<file path="config.mk">
export PLATFORM = sky130hd
export DESIGN_NAME = fetch_queue
export DESIGN_NICKNAME = d
export VERILOG_FILES = /design/src/rtl/fetch_pkg.sv /design/src/rtl/sync_fifo.sv /design/src/rtl/fetch_queue.sv
export SDC_FILE = /design/constraint.sdc
export NUM_CORES = 1
export LEC_CHECK = 0
export CAP_MARGIN = 0
export CORE_MARGIN = 3
export CORE_UTILIZATION = 35
export DETAILED_ROUTE_END_ITERATION = 16
export GPL_TIMING_DRIVEN = 0
export PLACE_DENSITY = 0.59
export SYNTH_ARGS = -nofsm -noshare
export SYNTH_HDL_FRONTEND = slang
export SYNTH_HIERARCHICAL = 1
export SYNTH_SLANG_ARGS = --single-unit
</file>
<file path="constraint.sdc">
create_clock -name clk -period 4.1 [get_ports clk]
set_clock_uncertainty 0.2 [all_clocks]
set_input_delay 0.82 -clock clk [delete_from_list [all_inputs] [get_ports clk]]
set_output_delay 0.82 -clock clk [all_outputs]
set_load 0.02 [all_outputs]
</file>
<file path="src/rtl/fetch_pkg.sv">
// Shared definitions for the fetch queue: default sizes, FSM state type and queue entry layout.
// The optional same-cycle response bypass is enabled with the FETCH_BYPASS_EN macro.
package fetch_pkg;

  localparam int FQ_WIDTH = 32;
  localparam int FQ_DEPTH = 4;

  typedef enum logic [0:0] {
    RUN   = 1'b0,
    DRAIN = 1'b1
  } fq_state_e;

  // The top packs queue entries in this same {instr, pc} order at its own WIDTH.
  typedef struct packed {
    logic [FQ_WIDTH-1:0] instr;
    logic [FQ_WIDTH-1:0] pc;
  } fq_entry_t;

endpackage

</file>
<file path="src/rtl/sync_fifo.sv">
// Single-clock FIFO with synchronous clear; used for the instruction queue and the pending-PC FIFO.
// A pop is allowed in the same cycle as a push when the FIFO is full.
module sync_fifo #(
  parameter int WIDTH = 32,
  parameter int DEPTH = 4
) (
  input  logic                     clk,
  input  logic                     rst,
  input  logic                     clr,
  input  logic                     push,
  input  logic [WIDTH-1:0]         push_data,
  input  logic                     pop,
  output logic [WIDTH-1:0]         pop_data,
  output logic [$clog2(DEPTH):0]   count
);

  localparam int AW = $clog2(DEPTH);
  localparam logic [AW:0] FULL_CNT = (AW+1)'(DEPTH);

  logic [WIDTH-1:0] mem [DEPTH];
  logic [AW-1:0]    wr_ptr;
  logic [AW-1:0]    rd_ptr;
  logic             do_push;
  logic             do_pop;

  // Qualify requests against the current fill level.
  always_comb begin
    do_pop  = pop && (count != '0);
    do_push = push && ((count != FULL_CNT) || do_pop);
  end

  // Storage array; contents past the read pointer are never observed.
  always_ff @(posedge clk) begin
    if (do_push && !clr) begin
      mem[wr_ptr] <= push_data;
    end
  end

  // Pointers and fill count.
  always_ff @(posedge clk or negedge rst) begin
    if (!rst) begin
      wr_ptr <= '0;
      rd_ptr <= '0;
      count  <= '0;
    end else if (clr) begin
      wr_ptr <= '0;
      rd_ptr <= '0;
      count  <= '0;
    end else begin
      if (do_push) wr_ptr <= wr_ptr + AW'(1);
      else         wr_ptr <= wr_ptr;
      if (do_pop)  rd_ptr <= rd_ptr + AW'(1);
      else         rd_ptr <= rd_ptr;
      case ({do_push, do_pop})
        2'b10:   count <= count + (AW+1)'(1);
        2'b01:   count <= count - (AW+1)'(1);
        default: count <= count;
      endcase
    end
  end

  assign pop_data = mem[rd_ptr];

endmodule

</file>
<file path="src/rtl/fetch_queue.sv">
// Instruction fetch queue with credit-gated memory requests and flush draining.
// Define FETCH_BYPASS_EN to present a response in its arrival cycle when the queue is empty.
module fetch_queue
  import fetch_pkg::*;
#(
  parameter int WIDTH = FQ_WIDTH,
  parameter int DEPTH = FQ_DEPTH
) (
  input  logic             clk,
  input  logic             rst,
  input  logic [WIDTH-1:0] pc_i,
  input  logic             pc_valid_i,
  output logic             pc_ready_o,
  output logic             imem_req_o,
  output logic [WIDTH-1:0] imem_addr_o,
  input  logic             imem_gnt_i,
  input  logic             imem_rvalid_i,
  input  logic [WIDTH-1:0] imem_rdata_i,
  input  logic             flush_i,
  output logic             instr_valid_o,
  output logic [WIDTH-1:0] instr_o,
  output logic [WIDTH-1:0] instr_pc_o,
  input  logic             instr_ready_i
);

  localparam int CW = $clog2(DEPTH) + 1;
  localparam logic [CW:0] DEPTH_C = (CW+1)'(DEPTH);

  fq_state_e          state;
  logic [CW-1:0]      q_count;
  logic [CW-1:0]      p_count;
  logic [CW-1:0]      drop_cnt;
  logic [CW-1:0]      drop_next;
  logic [2*WIDTH-1:0] q_head;
  logic [2*WIDTH-1:0] q_in;
  logic [WIDTH-1:0]   p_head;
  logic [CW:0]        credit;
  logic               run_rsp;
  logic               bypass;
  logic               q_push;
  logic               q_pop;

  // The pending-PC FIFO depth is the outstanding-request count while in RUN.
  always_comb begin
    credit     = {1'b0, q_count} + {1'b0, p_count};
    imem_req_o = pc_valid_i && !flush_i && (state == RUN) && (credit < DEPTH_C);
    pc_ready_o = imem_req_o && imem_gnt_i;
    run_rsp    = (state == RUN) && !flush_i && imem_rvalid_i && (p_count != '0);
`ifdef FETCH_BYPASS_EN
    bypass     = run_rsp && (q_count == '0) && instr_ready_i;
`else
    bypass     = 1'b0;
`endif
    q_push     = run_rsp && !bypass;
    q_pop      = (q_count != '0) && instr_ready_i;
    q_in       = {imem_rdata_i, p_head};
  end

  assign imem_addr_o = pc_i;

  // Decode-side outputs are zero whenever nothing is presented.
  always_comb begin
    if (bypass) begin
      instr_valid_o = 1'b1;
      instr_o       = imem_rdata_i;
      instr_pc_o    = p_head;
    end else if (q_count != '0) begin
      instr_valid_o = 1'b1;
      {instr_o, instr_pc_o} = q_head;
    end else begin
      instr_valid_o = 1'b0;
      instr_o       = '0;
      instr_pc_o    = '0;
    end
  end

  // Responses still owed after a flush; one arriving in the flush cycle itself is not owed.
  always_comb begin
    if (state == DRAIN) begin
      drop_next = drop_cnt - CW'(imem_rvalid_i);
    end else begin
      drop_next = p_count - CW'(imem_rvalid_i && (p_count != '0));
    end
  end

  // RUN/DRAIN control and drop counter.
  always_ff @(posedge clk or negedge rst) begin
    if (!rst) begin
      state    <= RUN;
      drop_cnt <= '0;
    end else begin
      case (state)
        RUN: begin
          if (flush_i) begin
            drop_cnt <= drop_next;
            state    <= (drop_next != '0) ? DRAIN : RUN;
          end else begin
            drop_cnt <= '0;
            state    <= RUN;
          end
        end
        DRAIN: begin
          drop_cnt <= drop_next;
          state    <= (drop_next == '0) ? RUN : DRAIN;
        end
        default: begin
          drop_cnt <= '0;
          state    <= RUN;
        end
      endcase
    end
  end

  sync_fifo #(
    .WIDTH (2*WIDTH),
    .DEPTH (DEPTH)
  ) u_instr_q (
    .clk       (clk),
    .rst       (rst),
    .clr       (flush_i),
    .push      (q_push),
    .push_data (q_in),
    .pop       (q_pop),
    .pop_data  (q_head),
    .count     (q_count)
  );

  sync_fifo #(
    .WIDTH (WIDTH),
    .DEPTH (DEPTH)
  ) u_pend_q (
    .clk       (clk),
    .rst       (rst),
    .clr       (flush_i),
    .push      (pc_ready_o),
    .push_data (pc_i),
    .pop       (run_rsp),
    .pop_data  (p_head),
    .count     (p_count)
  );

endmodule

</file>
# == Word level (Yosys, flattened, before mapping) ==
# Memories as Yosys holds them, arrays and structs flattened.
# Cells that the tools add are included.
# word_totals
reg_bits,18
mem_bits_rw,384
inputBits,71
output_inout_bits,99
elab_cells,83
memories,2
# mem_list
memory,words,word_bits,read_ports,rd_clocked_by_memory_dff,write_ports,line_no,text
u_instr_q.mem,4,64,1,0,1,sync_fifo.sv:20,logic [WIDTH-1:0] mem [DEPTH];
u_pend_q.mem,4,32,1,0,1,sync_fifo.sv:20,
# classes
add_sub_neg,11
n_lt_le_gt_ge,1
eq_ne,6
mux,26
bitwise,1
reduce_logical,28
# op_table
cell,n
32-bit two-way mux,2
3-bit case mux with 2 select lines,3
2-bit two-way mux,8
1-bit logical AND,15
3-bit nonzero test,5
3-bit two-way mux,4
2-bit by 1-bit adder with 2-bit output (second input constant),4
1-bit two-way mux,8
2-bit nonzero test,4
3-bit by 1-bit adder with 3-bit output (second input constant),2
3-bit != test (second input constant),2
3-bit by 1-bit subtractor with 3-bit output,2
3-bit by 1-bit subtractor with 3-bit output (second input constant),2
3-bit by 3-bit adder with 4-bit output,1
2-bit by 1-bit equality test with 1-bit output (second input constant),2
2-bit equality test (second input constant),2
4-bit by 3-bit less-than comparator with 1-bit output (second input constant),1
3-bit logical NOT,1
1-bit logical OR,2
1-bit case mux with 2 select lines,1
1-bit logical NOT,1
1-bit inverter,1

# == Logic depth before layout (Yosys ltp) ==
# Gate-level depths: netlist (run 1).
# logic_depth
depth_word,10
mapped_depth,11
depth_no_buf,10

# == Modules after synthesis ==
# Netlist (run 1), hierarchy kept.
# modules_own_cells
mod,instances,cells_each,area_each_um2,seq_area_each_um2
sync_fifo (u_instr_q),1,400,9820.7,7862.5
sync_fifo (u_pend_q),1,231,5222.5,4018.9
fetch_queue,1,137,1024.7,100.1

# == Least setup slack after synthesis (run 1) ==
# OpenSTA, ideal clock, no wires.
# synth_timing
kind,input-to-reg
from,input imem_rvalid_i
to,memory u_instr_q/mem[1][0] (netlist name) (enable)
setup_time_ns,0.429
t_arrival_ns,3.331
required_ns,3.471
slack_ns,0.141
path_stages,6
n_path_buf,1
path_cell_list,o31a_1 > nor3b_1 > buf_4 > inv_1 > nor3_1 > and2_1
# synth_via
elab_chain_cells,6
# synth_lines
element,line_no,text
from (decl),fetch_queue.sv:17,"input logic imem_rvalid_i,"
1-bit logical AND (2 in series),fetch_queue.sv:48,run_rsp = (state == RUN) && !flush_i && imem_rvalid_i && (p_count != '0);
named net q_push,fetch_queue.sv:40,logic q_push;
1-bit logical AND,sync_fifo.sv:29,do_push = push && ((count != FULL_CNT) || do_pop);
1-bit logical AND,sync_fifo.sv:34,if (do_push && !clr) begin
1-bit two-way mux,sync_fifo.sv:34,
1-bit two-way mux (not written as such),sync_fifo.sv:35,mem[wr_ptr] <= push_data;
to (decl),sync_fifo.sv:20,
# The timed path passes the listed nets, and every way through them passes these cells.

# == Worst setup path after layout (run 1) ==
# layout_timing
from,register u_instr_q.rd_ptr[0]
to,output instr_pc_o[31]
# layout_via
elab_chain_cells,2
# layout_lines
element,line_no,text
from (decl),sync_fifo.sv:22,logic [AW-1:0] rd_ptr;
from (signal assigned),sync_fifo.sv:52,if (do_pop) rd_ptr <= rd_ptr + AW'(1);
from (signal assigned),sync_fifo.sv:53,else rd_ptr <= rd_ptr;
memory 4 x 64 bit,n/a,
named net q_head[31],fetch_queue.sv:34,logic [2*WIDTH-1:0] q_head;
32-bit two-way mux,fetch_queue.sv:67,end else if (q_count != '0) begin
to (decl),fetch_queue.sv:22,"output logic [WIDTH-1:0] instr_pc_o,"
# The timed path passes the listed nets, and every way through them passes these cells.

==> results of run 1 <==
-- routing by layer --
layer	track usage, %	wire, um
met2	23.0	16400
met4	4.61	723
met5	0	0
met1	18.7	14300
met3	2.54	1720
-- worst reg2reg max path: stages (launching register included) --
cell and delay (ps):
dfrtp_1 420, ha_1 310, nor4_1 280, nand3b_1 150, nor2_1 220, buf_6 170
inv_1 100, nor3_1 300, and2_2 580, buf_16 240
-- per-stage QoR --
stage	setup TNS, ps	utilization, %	worst slack, ps
CTS	0	44.8	166
floorplan	0	-	141
global placement	-658640	41.3	-2200
finish	0	44.8	288
detailed placement	0	41.8	8.32
global route	0	44.8	150
-- power breakdown --
group	internal, W	switching, W	leakage [nW]
Sequential	0.00452	0.0000158	3.70
Combinational	0.000209	0.000199	2.10
Clock	0.00215	0.00150	0.641
-- registers in the layout, summed over array words and instances, names as in the netlist --
name	flops
u_pend_q/wr_ptr	2
u_pend_q/count	3
state	1
u_instr_q/count	3
u_instr_q/mem	256
drop_cnt	3
u_instr_q/rd_ptr	2
u_pend_q/rd_ptr	2
u_instr_q/wr_ptr	2
u_pend_q/mem	128
-- cell usage after synthesis (all sizes together) (4+ instances only) --
cell type	n
a21oi	11
and2	75
buf	68
clkbuf	5
dfrtp	18
edfxtp	384
ha	14
inv	13
mux4	96
nand2	4
nand2b	5
nand3b	4
nor2	11
o21ai	6
o22ai	5
or3	4
xor2	6
-- final cells by class --
type,count,area (sq um),share of cell area [%]
Clock buffer,54,1140,5.68
Buffer,73,556,2.77
Multi-Input combinational cell,280,3500,17.4
Tap cell,592,741,3.69
Sequential cell,402,12000,59.8
Timing Repair Buffer,177,1900,9.46
Inverter,13,48.8,0.243
Clock inverter,22,191,0.955
-- cell families (layout without fill, tap and decap cells) --
logic type	after synthesis	in the layout	share of synthesized area, %
DFF	402	402	74.6
AOI/OAI and AO/OA	40	40	1.64
adders and majority gates	16	16	1.34
muxes	98	98	13.6
and+or+nand+nor	118	118	4.67
xor gates and xnor gates	8	8	0.436
buffers and inverters	86	339	3.76
-- worst max path at each step --
stage	start	to	slack (ps)	cells past startpoint
final	u_instr_q/rd_ptr[0]$_DFFE_PN0P_	instr_pc_o[31]	290	5
after global routing	u_instr_q/rd_ptr[0]$_DFFE_PN0P_	instr_pc_o[31]	150	5
after CTS	u_instr_q/rd_ptr[0]$_DFFE_PN0P_	instr_pc_o[31]	170	5
after detailed placement	imem_rvalid_i	u_instr_q/mem[3][6]$_DFFE_PP_	8	8
after global placement	imem_rvalid_i	u_instr_q/mem[3][7]$_DFFE_PP_	-2200	7
after floorplan	imem_rvalid_i	u_instr_q/mem[1][0]$_DFFE_PP_	140	6
==> impl_metrics.csv, run 1 <==
group,metric,value,unit
setup_path,end_kind,"output port",
route,ant_nets,0,
setup_path,timing.rr.end,"u_pend_q/mem[2][9]$_DFFE_PP_",
cts,cts_resized,0,
route,drt_iter0_drc,636,
grt,grt_first_pass_wirelength,50400,um
setup_path,crit_required,3080,ps
power_and_ir_drop,power.total,0.00860,W
cts,clk_pin_slew,60,ps
cts,cts_buffers,44,
setup_path,crit_path_start_kind,"register",
floorplan,start_util,35.9,%
yosys,synth_top_area_share,71.8,%
yosys,synth_seq_cells,402,
setup_path,reg2reg_slack,820,ps
route,wire_per_inst,20.5,um
power_and_ir_drop,leakage,6.44,nW
grt,grt_pass1_vias,8293,
route,drtPass1Iterations,4,
sta,max_slew_margin,41.9,%
cells_and_area,final_area,20100,sq um
setup_path,cp_max_fo,10,
grt,grt_max_degree,40,
floorplan,die_width,220,um
placed_design,portBuffers,169,
sta,whs,373,ps
setup_path,crit_type,"register to output port",
route,routed_wl,33100,um
yosys,syn_avg_cell_area,20.9,sq um
grt,antenna_found_initial,1,
hold_path,min_path_type,"register to register",
sta,period_minus_slack,3810,ps
yosys,ys_types,52,
route,num_vias,7793,
route,via_per_inst,4.83,
setup_path,reg2reg_depth,9,
sta,fin_crit_sh,93.0,%
yosys,yosysTopAreaCell,"edfxtp_1",
sta,finalHoldViolCount,0,
hold_path,holdPathStages,1,
cts,cts_sinks,402,
yosys,ys_warn_count,6,
grt,grt_overflow,0,
floorplan,core_area,44800,sq um
yosys,synth_top_flop_cell,"edfxtp_1",
cells_and_area,nets,1078,
setup_path,critical-path-top-delay-family,"buffers and inverters",
cts,cts_tree,"built",
flow_run,maxCapViolations,0,
setup_path,critPathMaxStageDelay,550,ps
placed_design,placedCellCount,1537,
yosys,yosys-top-cells-area,"edfxtp_1 (72%), mux4_2 (13%), and2_1 (2.9%)",
placed_design,gp_routability_congestion,0.734,
yosys,synth_edf_count,384,
cts,cts_hold_buf,0,
cells_and_area,antenna_cells,0,
cts,cts_setup_buffers,0,
cells_and_area,mostFrequentLayoutCells,"edfxtp_1 (384), clkdlybuf4s50_1 (169), mux4_2 (96)",
route,drc,0,
placed_design,hpwl,20500,um
cells_and_area,final_common_cell,"edfxtp_1",
yosys,synthCells,768,
power_and_ir_drop,vdd_ir_drop_max,0.216,mV
floorplan,fp.dieH,220,um
sta,tightest_slew,869,ps
cts,clk_latency,560,ps
yosys,synth_fp_nets,855,
yosys,synth_area,16100,sq um
cells_and_area,areaGrowthSynthToFinish,24.8,%
cts,clockBufferDepth,3,
sta,rsz0062_at_grt,"false",
cts,htree_num_levels,2,
floorplan,row_count,77,
hold_path,hold_path_end,"state$_DFF_PN0_",
cts,root_buffer,"clkbuf_16",
grt,grt_usage,13.9,%
cells_and_area,drive_above_1_share,23.6,%
sta,setup_violations,0,
setup_path,arrival,2790,ps
status,outcome,"finished, final reports clean",
setup_path,crit-reg2reg-launch,"u_instr_q/count[2]$_DFFE_PN0P_",
sta,maxSlewViolCount,0,
power_and_ir_drop,p_per_area,429,nW/um^2
hold_path,min-delay-start,"state$_DFF_PN0_",
setup_path,crit_slowest_cell,"mux4_2",
floorplan,die_area,48500,sq um
yosys,synth_async_sr_flop_share,4.48,%
yosys,seq_area_frac_synth,74.6,%
setup_path,critPathBufInv,3,
setup_path,crit_top_cell,"buf_6",
floorplan,pin_count,170,
cells_and_area,fin_cells,1613,
sta,fmax,262,MHz
cells_and_area,fillers,3899,
setup_path,timing.critical_path.cells,"buf_6, buf_6, mux4_2, and2_1, clkdlybuf4s50_1",
placed_design,post_dp_cell_area,18700,sq um
Power figures use the tool's default switching activity.
==> run 2: changes to the inputs <==
- CELL_PAD_IN_SITES_DETAIL_PLACEMENT: unset -> 1
- CELL_PAD_IN_SITES_GLOBAL_PLACEMENT: unset -> 1
- PLACE_DENSITY: 0.59 -> 0.65
==> impl_metrics.csv, run 2 (synthesis gave the netlist of run 1 again) <==
group,metric,value,unit
flow_run,maxCapViolations,0,
grt,grt_pass1_vias,8642,
floorplan,core_area,44800,sq um
sta,finalHoldViolCount,0,
route,ant_nets,0,
cells_and_area,drive_above_1_share,24.3,%
sta,setup_ws,323,ps
setup_path,end_kind,"output port",
sta,max_slew_margin,36.1,%
sta,rsz0062_at_grt,"false",
grt,grt_overflow,0,
cts,clockBufferDepth,3,
floorplan,pin_count,170,
cts,cts_hold_buf,0,
hold_path,min_path_type,"register to register",
route,drc,0,
status,outcome,"finished, final reports clean",
cells_and_area,reg_top3,"u_instr_q/mem (256), u_pend_q/mem (128)",
cts,cts_sinks,402,
cts,cts_resized,0,
floorplan,die_area,48500,sq um
sta,whs,374,ps
placed_design,placedCellCount,1537,
floorplan,row_count,77,
route,drtPass1Iterations,4,
setup_path,crit_type,"register to output port",
cells_and_area,areaGrowthSynthToFinish,25.3,%
power_and_ir_drop,leakage,6.50,nW
cells_and_area,regMostFlops,"u_instr_q/mem",
placed_design,portBuffers,169,
floorplan,die_width,220,um
cts,root_buffer,"clkbuf_16",
route,via_per_inst,4.87,
cells_and_area,largest_reg_flops,256,
route,routed_wl,35000,um
cts,clk_latency,570,ps
sta,tightest_slew,956,ps
route,wire_per_inst,21.7,um
setup_path,cp_max_fo,10,
placed_design,hpwl,21800,um
setup_path,crit_required,3080,ps
power_and_ir_drop,power.total,0.00877,W
placed_design,gp_routability_congestion,0.688,
cells_and_area,final_util,44.9,%
grt,grt_first_pass_wirelength,53500,um
route,num_vias,7865,
cts,htree_num_levels,2,
cts,clk_pin_slew,50,ps
power_and_ir_drop,vdd_ir_drop_max,0.260,mV
cells_and_area,nets,1078,
setup_path,arrival,2760,ps
power_and_ir_drop,p_per_area,436,nW/um^2
sta,fin_crit_sh,92.1,%
sta,maxSlewViolCount,0,
floorplan,fp.dieH,220,um
cells_and_area,mostFrequentLayoutCells,"edfxtp_1 (384), clkdlybuf4s50_1 (169), mux4_2 (96)",
route,drt_iter0_drc,465,
grt,grt_usage,14.8,%
cells_and_area,final_common_cell,"edfxtp_1",
cts,cts_setup_buffers,0,
grt,grt_max_degree,50,
placed_design,dp_slack,-5.29,ps
setup_path,crit_path_start_kind,"register",
floorplan,start_util,35.9,%
sta,period_minus_slack,3780,ps
cts,cts_tree,"built",
cells_and_area,fin_cells,1616,
cts,cts_buffers,44,
sta,setup_violations,0,
cells_and_area,fillers,4245,
sta,fmax,265,MHz
grt,antenna_found_initial,2,
## run 2: cell types whose count changed in the layout (fill, tap and decap cells not counted), moves of 2 or more
cell	delta
inv_16	+2
clkinv_1	-4
clkinv_2	+5
clkbuf_8	+2
clkinvlp_4	-2
clkbuf_1	-2
## run 2: metal layers
| metal | wire, um | vias up | global-route usage (%) |
|---|---|---|---|
| met3 | 1600 | 48 | 2.68 |
| met4 | 643 | 2 | 4.68 |
| met1 | 15400 | 4132 | 19.7 |
| met2 | 17400 | 172 | 25.0 |
| met5 | 17 | - | 0 |
| li1 | - | 3511 | - |
## run 2: layout make-up
cell class              instances  area (sq um)  area share, %
multi-input cells             280          3500           17.4
diodes                          1          2.50         0.0124
repair buffers                177          1900           9.46
well taps                     592           741           3.68
plain buffers                  73           556           2.76
inverters                      13          48.8          0.242
clock inverters                23           219           1.09
clock buffers                  55          1180           5.88
flip-flops and latches        402         12000           59.5
## run 2: power by group
group,internal (W),switching [W]
Sequential,0.00452,0.0000163
Combinational,0.000209,0.000204
Clock,0.00225,0.00157
Total,0.00698,0.00179
## run 2: path summary, 6_finish.rpt
kind,startpoint,end,slack [ps],depth (start not counted)
max in group asynchronous,rst,u_instr_q/wr_ptr[1]$_DFFE_PN0P_,2520,1
min in group asynchronous,rst,u_pend_q/rd_ptr[0]$_DFFE_PN0P_,590,1
hold reg to reg,state$_DFF_PN0_,state$_DFF_PN0_,370,1
hold / removal,state$_DFF_PN0_,state$_DFF_PN0_,370,1
setup / recovery,u_instr_q/rd_ptr[0]$_DFFE_PN0P_,instr_pc_o[30],320,5
setup reg to reg,u_instr_q/count[0]$_DFFE_PN0P_,u_instr_q/count[2]$_DFFE_PN0P_,810,10
## run 2: critical path, cell delays in order, from the launching register on
cell and delay, ps:
dfrtp_1 430, buf_6 230, buf_6 250, mux4_2 530, and2_1 190, clkdlybuf4s50_1 550
## run 2: metrics by stage
stage / TNS (ps) / cell area, sq um
final: 0 / 20100
after global routing: 0 / 20100
after CTS: 0 / 20100
after detailed placement: -78.4 / 18700
after global placement: -645050 / 18500
after floorplan: 0 / 16100
